==> src/rtl/gige_rx_pkg.sv <==
// Shared constants, state encoding and payload types for the GigE RX frame delineator.
package gige_rx_pkg;

  localparam int unsigned DATA_W = 64;
  localparam int unsigned CTRL_W = 8;
  localparam int unsigned LEN_W  = 16;
  localparam int unsigned MOD_W  = 3;
  localparam int unsigned ERR_W  = 4;

  // XGMII control characters (valid only on lanes whose ctrl bit is set)
  localparam logic [7:0] XG_START = 8'hFB;
  localparam logic [7:0] XG_TERM  = 8'hFD;
  localparam logic [7:0] XG_ERR   = 8'hFE;
  localparam logic [7:0] XG_IDLE  = 8'h07;
  localparam logic [7:0] XG_SFD   = 8'hD5;

  // Bit positions inside stat_err
  localparam int unsigned ERR_CODE  = 0;
  localparam int unsigned ERR_RUNT  = 1;
  localparam int unsigned ERR_GIANT = 2;
  localparam int unsigned ERR_TRUNC = 3;

  typedef enum logic {
    ST_IDLE = 1'b0,
    ST_DATA = 1'b1
  } state_e;

  // One frame word waiting in the lookahead register
  typedef struct packed {
    logic [DATA_W-1:0] data;
    logic              sop;
    logic              eop;
    logic [MOD_W-1:0]  mod;
  } rx_word_t;

  // Frame length accumulation, sticking at all-ones
  function automatic logic [LEN_W-1:0] len_sat_add(input logic [LEN_W-1:0] len,
                                                   input logic [3:0]       add);
    logic [LEN_W:0] sum;
    sum = {1'b0, len} + (LEN_W+1)'(add);
    return sum[LEN_W] ? '1 : sum[LEN_W-1:0];
  endfunction

endpackage

==> src/rtl/gige_rx_frm_dlm_if.sv <==
// Framed RX data stream plus per-frame status, from the delineator to the RX buffer manager.
interface gige_rx_frm_dlm_if;
  import gige_rx_pkg::*;

  logic [DATA_W-1:0] rx_dout;
  logic              rx_valid;
  logic              rx_sop;
  logic              rx_eop;
  logic [MOD_W-1:0]  rx_mod;
  logic              stat_valid;
  logic [LEN_W-1:0]  stat_len;
  logic [ERR_W-1:0]  stat_err;

  modport master (
    output rx_dout, rx_valid, rx_sop, rx_eop, rx_mod,
    output stat_valid, stat_len, stat_err
  );

  modport slave (
    input rx_dout, rx_valid, rx_sop, rx_eop, rx_mod,
    input stat_valid, stat_len, stat_err
  );

endinterface

==> src/rtl/gige_rx_term_det.sv <==
// Finds the lowest lane carrying Terminate and flags any other control character below it.
module gige_rx_term_det
  import gige_rx_pkg::*;
(
  input  logic [DATA_W-1:0] data_in,
  input  logic [CTRL_W-1:0] ctrl_in,
  output logic              term_hit,
  output logic [MOD_W-1:0]  term_lane,
  output logic              ctrl_err
);

  // Scan lanes upward; once a Terminate is found, lanes above it are don't-care
  always_comb begin
    term_hit  = 1'b0;
    term_lane = '0;
    ctrl_err  = 1'b0;
    for (int i = 0; i < int'(CTRL_W); i++) begin
      if (!term_hit && ctrl_in[i]) begin
        if (data_in[8*i +: 8] == XG_TERM) begin
          term_hit  = 1'b1;
          term_lane = MOD_W'(i);
        end else begin
          ctrl_err = 1'b1;
        end
      end
    end
  end

endmodule

==> src/rtl/gige_rx_frm_dlm.sv <==
// GigE RX frame delineator: strips start/preamble/SFD, frames data with sop/eop/mod, reports per-frame status.
// Optional statistics counters are built when GIGE_RX_FRM_STATS_EN is defined.
module gige_rx_frm_dlm
  import gige_rx_pkg::*;
#(
  parameter int unsigned MIN_LEN = 64,
  parameter int unsigned MAX_LEN = 1518,
  parameter int unsigned CNT_W   = 32
) (
  input  logic              clk,
  input  logic              reset_,
  input  logic [DATA_W-1:0] data_in,
  input  logic [CTRL_W-1:0] ctrl_in,
  gige_rx_frm_dlm_if.master rx
`ifdef GIGE_RX_FRM_STATS_EN
  ,
  input  logic              stats_clr,
  output logic [CNT_W-1:0]  stat_frm_ok,
  output logic [CNT_W-1:0]  stat_frm_err,
  output logic [CNT_W-1:0]  stat_bytes
`endif
);

  if (CNT_W < LEN_W) begin : g_cnt_w_chk
    $error("CNT_W must be at least as wide as the frame length");
  end

  state_e            state, state_nxt;
  rx_word_t          hold, hold_nxt;
  logic              hold_vld, hold_vld_nxt;
  logic [LEN_W-1:0]  len, len_nxt;
  logic              code, code_nxt;

  logic              term_hit;
  logic [MOD_W-1:0]  term_lane;
  logic              ctrl_err;

  logic              lane0_start;
  logic              good_start;
  logic              emit;
  logic              emit_eop;
  logic              trunc;
  logic [ERR_W-1:0]  err_vec;

  gige_rx_term_det u_term_det (
    .data_in   (data_in),
    .ctrl_in   (ctrl_in),
    .term_hit  (term_hit),
    .term_lane (term_lane),
    .ctrl_err  (ctrl_err)
  );

  assign lane0_start = ctrl_in[0] && (data_in[7:0] == XG_START);
  assign good_start  = (ctrl_in == 8'h01) && (data_in[7:0] == XG_START) &&
                       (data_in[DATA_W-1 -: 8] == XG_SFD);

  // Next state, lookahead register and output selection. The held word always
  // leaves the next cycle; the incoming word decides whether it leaves as eop.
  always_comb begin
    state_nxt    = state;
    hold_nxt     = '0;
    hold_vld_nxt = 1'b0;
    len_nxt      = len;
    code_nxt     = code;
    emit         = hold_vld;
    emit_eop     = hold.eop;
    trunc        = 1'b0;

    unique case (state)
      ST_IDLE: begin
        if (good_start) begin
          state_nxt = ST_DATA;
          len_nxt   = '0;
          code_nxt  = 1'b0;
        end
      end

      ST_DATA: begin
        if (lane0_start) begin
          // New start inside a frame: close what we have as truncated
          state_nxt = ST_IDLE;
          emit_eop  = hold_vld;
          trunc     = hold_vld;
        end else if (term_hit) begin
          state_nxt = ST_IDLE;
          code_nxt  = code | ctrl_err;
          if (term_lane == '0) begin
            emit_eop = hold_vld;
          end else begin
            hold_vld_nxt = 1'b1;
            hold_nxt     = '{data: data_in, sop: !hold_vld, eop: 1'b1, mod: term_lane};
            len_nxt      = len_sat_add(len, {1'b0, term_lane});
          end
        end else begin
          hold_vld_nxt = 1'b1;
          hold_nxt     = '{data: data_in, sop: !hold_vld, eop: 1'b0, mod: '0};
          len_nxt      = len_sat_add(len, 4'd8);
          code_nxt     = code | ctrl_err;
        end
      end

      default: state_nxt = ST_IDLE;
    endcase

    err_vec            = '0;
    err_vec[ERR_CODE]  = code;
    err_vec[ERR_RUNT]  = len < LEN_W'(MIN_LEN);
    err_vec[ERR_GIANT] = len > LEN_W'(MAX_LEN);
    err_vec[ERR_TRUNC] = trunc;
  end

  // State, lookahead and registered outputs
  always_ff @(posedge clk) begin
    if (reset_) begin
      state         <= ST_IDLE;
      hold          <= '0;
      hold_vld      <= 1'b0;
      len           <= '0;
      code          <= 1'b0;
      rx.rx_dout    <= '0;
      rx.rx_valid   <= 1'b0;
      rx.rx_sop     <= 1'b0;
      rx.rx_eop     <= 1'b0;
      rx.rx_mod     <= '0;
      rx.stat_valid <= 1'b0;
      rx.stat_len   <= '0;
      rx.stat_err   <= '0;
    end else begin
      state         <= state_nxt;
      hold          <= hold_nxt;
      hold_vld      <= hold_vld_nxt;
      len           <= len_nxt;
      code          <= code_nxt;
      rx.rx_dout    <= emit ? hold.data : '0;
      rx.rx_valid   <= emit;
      rx.rx_sop     <= emit && hold.sop;
      rx.rx_eop     <= emit && emit_eop;
      rx.rx_mod     <= (emit && emit_eop) ? hold.mod : '0;
      rx.stat_valid <= emit && emit_eop;
      rx.stat_len   <= (emit && emit_eop) ? len : '0;
      rx.stat_err   <= (emit && emit_eop) ? err_vec : '0;
    end
  end

`ifdef GIGE_RX_FRM_STATS_EN
  logic [CNT_W:0] bytes_sum;

  assign bytes_sum = {1'b0, stat_bytes} + (CNT_W+1)'(rx.stat_len);

  // Saturating frame/byte counters; clear wins over a same-cycle update
  always_ff @(posedge clk) begin
    if (reset_ || stats_clr) begin
      stat_frm_ok  <= '0;
      stat_frm_err <= '0;
      stat_bytes   <= '0;
    end else if (rx.stat_valid) begin
      if (rx.stat_err == '0) begin
        if (!(&stat_frm_ok)) stat_frm_ok <= stat_frm_ok + CNT_W'(1);
      end else begin
        if (!(&stat_frm_err)) stat_frm_err <= stat_frm_err + CNT_W'(1);
      end
      stat_bytes <= bytes_sum[CNT_W] ? '1 : bytes_sum[CNT_W-1:0];
    end
  end
`endif

endmodule

==> src/flat_wrapper.sv <==
// flat-port wrapper written by rule: the top's interface ports become plain ports
module gige_rx_frm_dlm_flat import gige_rx_pkg::*;
#(
  parameter int unsigned MIN_LEN = 64,
  parameter int unsigned MAX_LEN = 1518,
  parameter int unsigned CNT_W   = 32
)
  (clk, reset_, data_in, ctrl_in, rx_rx_dout, rx_rx_valid, rx_rx_sop, rx_rx_eop, rx_rx_mod, rx_stat_valid, rx_stat_len, rx_stat_err);
  gige_rx_frm_dlm_if rx_i ();
  input  logic clk;
  input  logic reset_;
  input  logic [DATA_W-1:0] data_in;
  input  logic [CTRL_W-1:0] ctrl_in;
  output wire logic [$bits(rx_i.rx_dout)-1:0] rx_rx_dout;
  output wire logic [$bits(rx_i.rx_valid)-1:0] rx_rx_valid;
  output wire logic [$bits(rx_i.rx_sop)-1:0] rx_rx_sop;
  output wire logic [$bits(rx_i.rx_eop)-1:0] rx_rx_eop;
  output wire logic [$bits(rx_i.rx_mod)-1:0] rx_rx_mod;
  output wire logic [$bits(rx_i.stat_valid)-1:0] rx_stat_valid;
  output wire logic [$bits(rx_i.stat_len)-1:0] rx_stat_len;
  output wire logic [$bits(rx_i.stat_err)-1:0] rx_stat_err;
  assign rx_rx_dout = rx_i.rx_dout;
  assign rx_rx_valid = rx_i.rx_valid;
  assign rx_rx_sop = rx_i.rx_sop;
  assign rx_rx_eop = rx_i.rx_eop;
  assign rx_rx_mod = rx_i.rx_mod;
  assign rx_stat_valid = rx_i.stat_valid;
  assign rx_stat_len = rx_i.stat_len;
  assign rx_stat_err = rx_i.stat_err;
  gige_rx_frm_dlm #(.MIN_LEN(MIN_LEN), .MAX_LEN(MAX_LEN), .CNT_W(CNT_W)) u_core (.clk(clk), .reset_(reset_), .data_in(data_in), .ctrl_in(ctrl_in), .rx(rx_i));
endmodule
==> config.mk <==
export PLATFORM = sky130hd
export DESIGN_NAME = gige_rx_frm_dlm_flat
export DESIGN_NICKNAME = d
export VERILOG_FILES = /design/src/rtl/gige_rx_pkg.sv /design/src/rtl/gige_rx_frm_dlm_if.sv /design/src/rtl/gige_rx_term_det.sv /design/src/rtl/gige_rx_frm_dlm.sv /design/src/flat_wrapper.sv
export SDC_FILE = /design/constraint.sdc
export NUM_CORES = 1
export LEC_CHECK = 0
export ABC_AREA = 1
export CORE_MARGIN = 3
export CORE_UTILIZATION = 49
export CTS_CLUSTER_SIZE = 25
export DETAILED_ROUTE_END_ITERATION = 12
export GPL_TIMING_DRIVEN = 0
export PLACE_DENSITY = 0.84
export SETUP_SLACK_MARGIN = 0.5
export SLEW_MARGIN = 20
export SYNTH_ARGS = -nofsm -noshare
export SYNTH_HDL_FRONTEND = slang
export SYNTH_SLANG_ARGS = --single-unit
==> constraint.sdc <==
create_clock -name clk -period 4 [get_ports clk]
set_input_delay 0.8 -clock clk [delete_from_list [all_inputs] [get_ports clk]]
set_output_delay 0.8 -clock clk [all_outputs]
set_load 0.01 [all_outputs]
==> summary.txt <==
Clocking
  – Clock root cell: clkbuf_16
  – CTS buffer count: 17
  – Worst-path clk slew: about 60 ps
  – H-tree depth: 4
  – Sink Count: approximately 180
  – Clk_lat worst skew: 430 ps
  – TritonCTS clock tree: yes
  – CTS max path bufs: 2

STA
  – Worst Skew: roughly 7.7 ps
  – Final critical-path share of the clock period: approximately 86%
  – Hold Fails Final Rpt: 0
  – Worst slew pin tran: roughly 660 ps
  – Fmax achieved: ~0.29 GHz
  – Max Slew Vio Count: 0
  – Tmin final: around 3500 ps
  – RSZ-0062 raised after global routing: no
  – Max transition margin: 55.7%
  – # setup viols final: 0
  – Setup TNS: 0 ps

Cells and area
  – Total of fill cells in the finished design: a little over 900
  – Storage cell area: between 0.003 and 0.004 mm²
  – # diodes: 0
  – Nets: between 1000 and 1500
  – Design area: 0.00991 mm²
  – Synth-to-Final Area Change: 46.4%
  – Proportion of layout cells with a drive suffix above 1: approximately a fifth
  – Multi-input gate area: ~0.0026 mm²

Routing
  – # DRC: 0
  – Post-route ant nets: 0
  – DRT Pass-1 Iters: 5
  – Wirelength per Cell: approximately 15 µm
  – WL final: between 15000 and 20000 µm
  – DR vias: 6156
  – DR vias/cell: slightly below 5
  – Starting DRT DRC Count: 467

Power
  – VDD IR-drop max: approximately 0.00026 V
  – Leakage: approximately 4.1 nW
  – Pwr dens: about 380 mW/mm²
  – Total design power: 3.79 mW

GRT
  – Wire length of the first global-routing pass: between 20000 and 30000 µm
  – Largest net degree at the start of global routing: 17
  – Total track usage: ~24%
  – Gr ovfl total: 0
  – Antenna violations before repair: 1
  – Vias in the first global route: 6046

Placed design
  – Placed cell areas: between 0.008 and 0.009 mm²
  – PortBufs: ~160
  – Dpl hpwl: approximately 12000 µm
  – Gpl congestion: between 0.9 and 1

Setup path
  – Worst Path Arrival: roughly 3800 ps
  – Type of origin of the critical path: input port
  – Critical path peak fanout: 3
  – Setup slack, reg-to-reg: between 1500 and 2000 ps
  – WS Path Type: in2reg
  – CP Capture Type: flip-flop
  – WP data required: approximately 4400 ps

Synth
  – Post-synth ARST share: 0%
  – Distinct cells, synth: 46
  – Syn_nets: a little over 900
  – FF+latch count, synth: 178
  – Warnings, synthesis: 0
  – Ys flop type: dfxtp_1
  – Seq/Total Area, Yosys: 52.6%
  – Top cell type's share of synthesized area: between 50 and 60%
  – Synthesized area per cell: 8.16 µm²
  – Top cells by area, synth: dfxtp_1, inv_1, nor2_1
  – Post-synth EDFFs: 0
  – Syn Std Cell Area: 0.00677 mm²
  – Gate count of the mapped netlist: a little over 800
  – Leading area contributor after synthesis: dfxtp_1

Floorplanning
  – Die area: 0.0153 mm²
  – Top-level port count: ~170
  – Initial Util: about half
  – Placeable Area: between 0.01 and 0.015 mm²
  – Die width: 124 µm
  – FP Rows: 42
  – Die Ht: approximately 120 µm

Min path
  – HP Class: reg2reg

Job
  – Max cap viols: 0

Outcome
  – Status: finished clean
Yosys cell counts, types with 2 or more instances:
library cell,number
nor3_1,10
inv_2,7
nor3_2,2
nor4_1,5
nand4_1,21
nor2_1,165
clkbuf_1,8
inv_1,182
buf_1,6
nand3_2,2
a21oi_1,32
a21oi_4,2
nand2_1,69
o22ai_1,2
ha_1,4
nand3_1,33
xor2_1,15
nor2_4,20
dfxtp_1,178
buf_2,8
buf_12,2
nor2_2,4
o21ai_0,19
o21ai_1,5
o211ai_4,2
nand2_2,7
final cells by class:
type,count,share of cell area [%]
multi-input combinational,437,25.9
timing repair buffer,214,20.5
tap,176,2.22
clock buffer,19,4.47
clock inverter,12,2.29
buffer,25,1.41
sequential,178,36.0
inverter,190,7.25
flip-flops by register name, summed over array words and instances, names as in the netlist, 3 cells and up:
| name | count |
|---|---|
| u_core.hold | 69 |
| u_core.rx.stat_len | 16 |
| u_core.rx.rx_mod | 3 |
| u_core.len | 16 |
| u_core.rx.stat_err | 4 |
| u_core.rx.rx_dout | 64 |
worst max-delay path, stage by stage:
cell	delay [ps]
clkdlybuf4s50_1	450
inv_1	40
nand4_1	160
nor2_4	80
inv_2	80
o221ai_4	110
nor2_2	130
nand2_1	80
nand2_2	90
inv_2	50
buf_4	130
buf_4	120
buf_4	120
buf_4	120
buf_4	130
buf_4	120
buf_4	120
buf_4	120
buf_4	130
buf_4	120
buf_4	120
buf_4	120
buf_4	130
a21oi_2	130
through the flow:
step,cells,utilization (%),setup WS (ps),hold WS [ps]
2_1_floorplan,830,-,514,394
3_3_place_gp,1169,64.4,-415,394
3_5_place_dp,1169,64.4,-468,399
4_1_cts,1234,71.9,503,407
5_1_grt,1251,74.0,423,417
6_report,1251,74.0,542,407
worst paths after layout:
| check | endpoint | start | depth (start not counted) |
|---|---|---|---|
| worst min register to register | u_core.rx.rx_dout[2] | u_core.hold[7] | 2 |
| worst max register to register | u_core.len[15] | u_core.len[3] | 10 |
| worst max-delay path | u_core.hold[0] | data_in[33] | 24 |
| worst min-delay path | u_core.rx.rx_dout[2] | u_core.hold[7] | 2 |
logic make-up (layout without fill, tap and decap cells):
family          Yosys count  after routing  synth area share (%)
simple gates            345            345                  24.5
buf+inv                 215            460                  12.6
flops                   178            178                  52.6
compound gates           71             71                  7.13
xor+xnor                 16             16                  2.07
fa+ha+maj                 5              5                  1.03
power by group:
part / leakage [nW] / internal, mW / switching, mW / total, mW
combinational: 2.35 / 0.0719 / 0.0693 / 0.141
clock: 0.320 / 1.19 / 0.684 / 1.87
sequential: 1.43 / 1.77 / 0.0000000681 / 1.77
total: 4.10 / 3.03 / 0.753 / 3.79
per-layer routing:
metal | track usage, % | part of all wire (%) | vias up | wire length, µm
met4 | 11.1 | 4.0 | 2 | 754
li1 | - | - | 2966 | -
met1 | 26.4 | 38 | 2833 | 7230
met3 | 7.50 | 8.1 | 71 | 1540
met5 | 0 | 0.058 | - | 11
met2 | 43.4 | 50 | 284 | 9470
placed cells by master (no fill, tap or decap), drive strengths merged, types with 2 or more instances in the layout:
master | netlist | final
clkdlybuf4s15 | 0 | 10
o211ai | 3 | 3
o22ai | 2 | 2
nor2 | 189 | 189
bufinv | 0 | 6
xor2 | 15 | 15
nand2 | 77 | 77
nand4 | 21 | 21
inv | 189 | 192
clkinvlp | 0 | 2
o2111ai | 2 | 2
o21ai | 24 | 24
dfxtp | 178 | 178
nor3 | 12 | 12
nor4 | 7 | 7
dlygate4sd2 | 0 | 18
dlymetal6s2s | 0 | 13
clkinv | 1 | 2
nand3 | 35 | 35
ha | 4 | 4
a21oi | 35 | 35
buf | 17 | 68
o21bai | 2 | 2
clkdlybuf4s50 | 0 | 121
clkbuf | 8 | 28
what timing repair did:
item	in CTS	in global routing
cloned	0	0
resized for setup	62	56
setup buffers	34	17
endpoints found under the setup margin	16	17
hold buffers	0	0
pin swaps	32	40
Power figures use the tool's default switching activity.
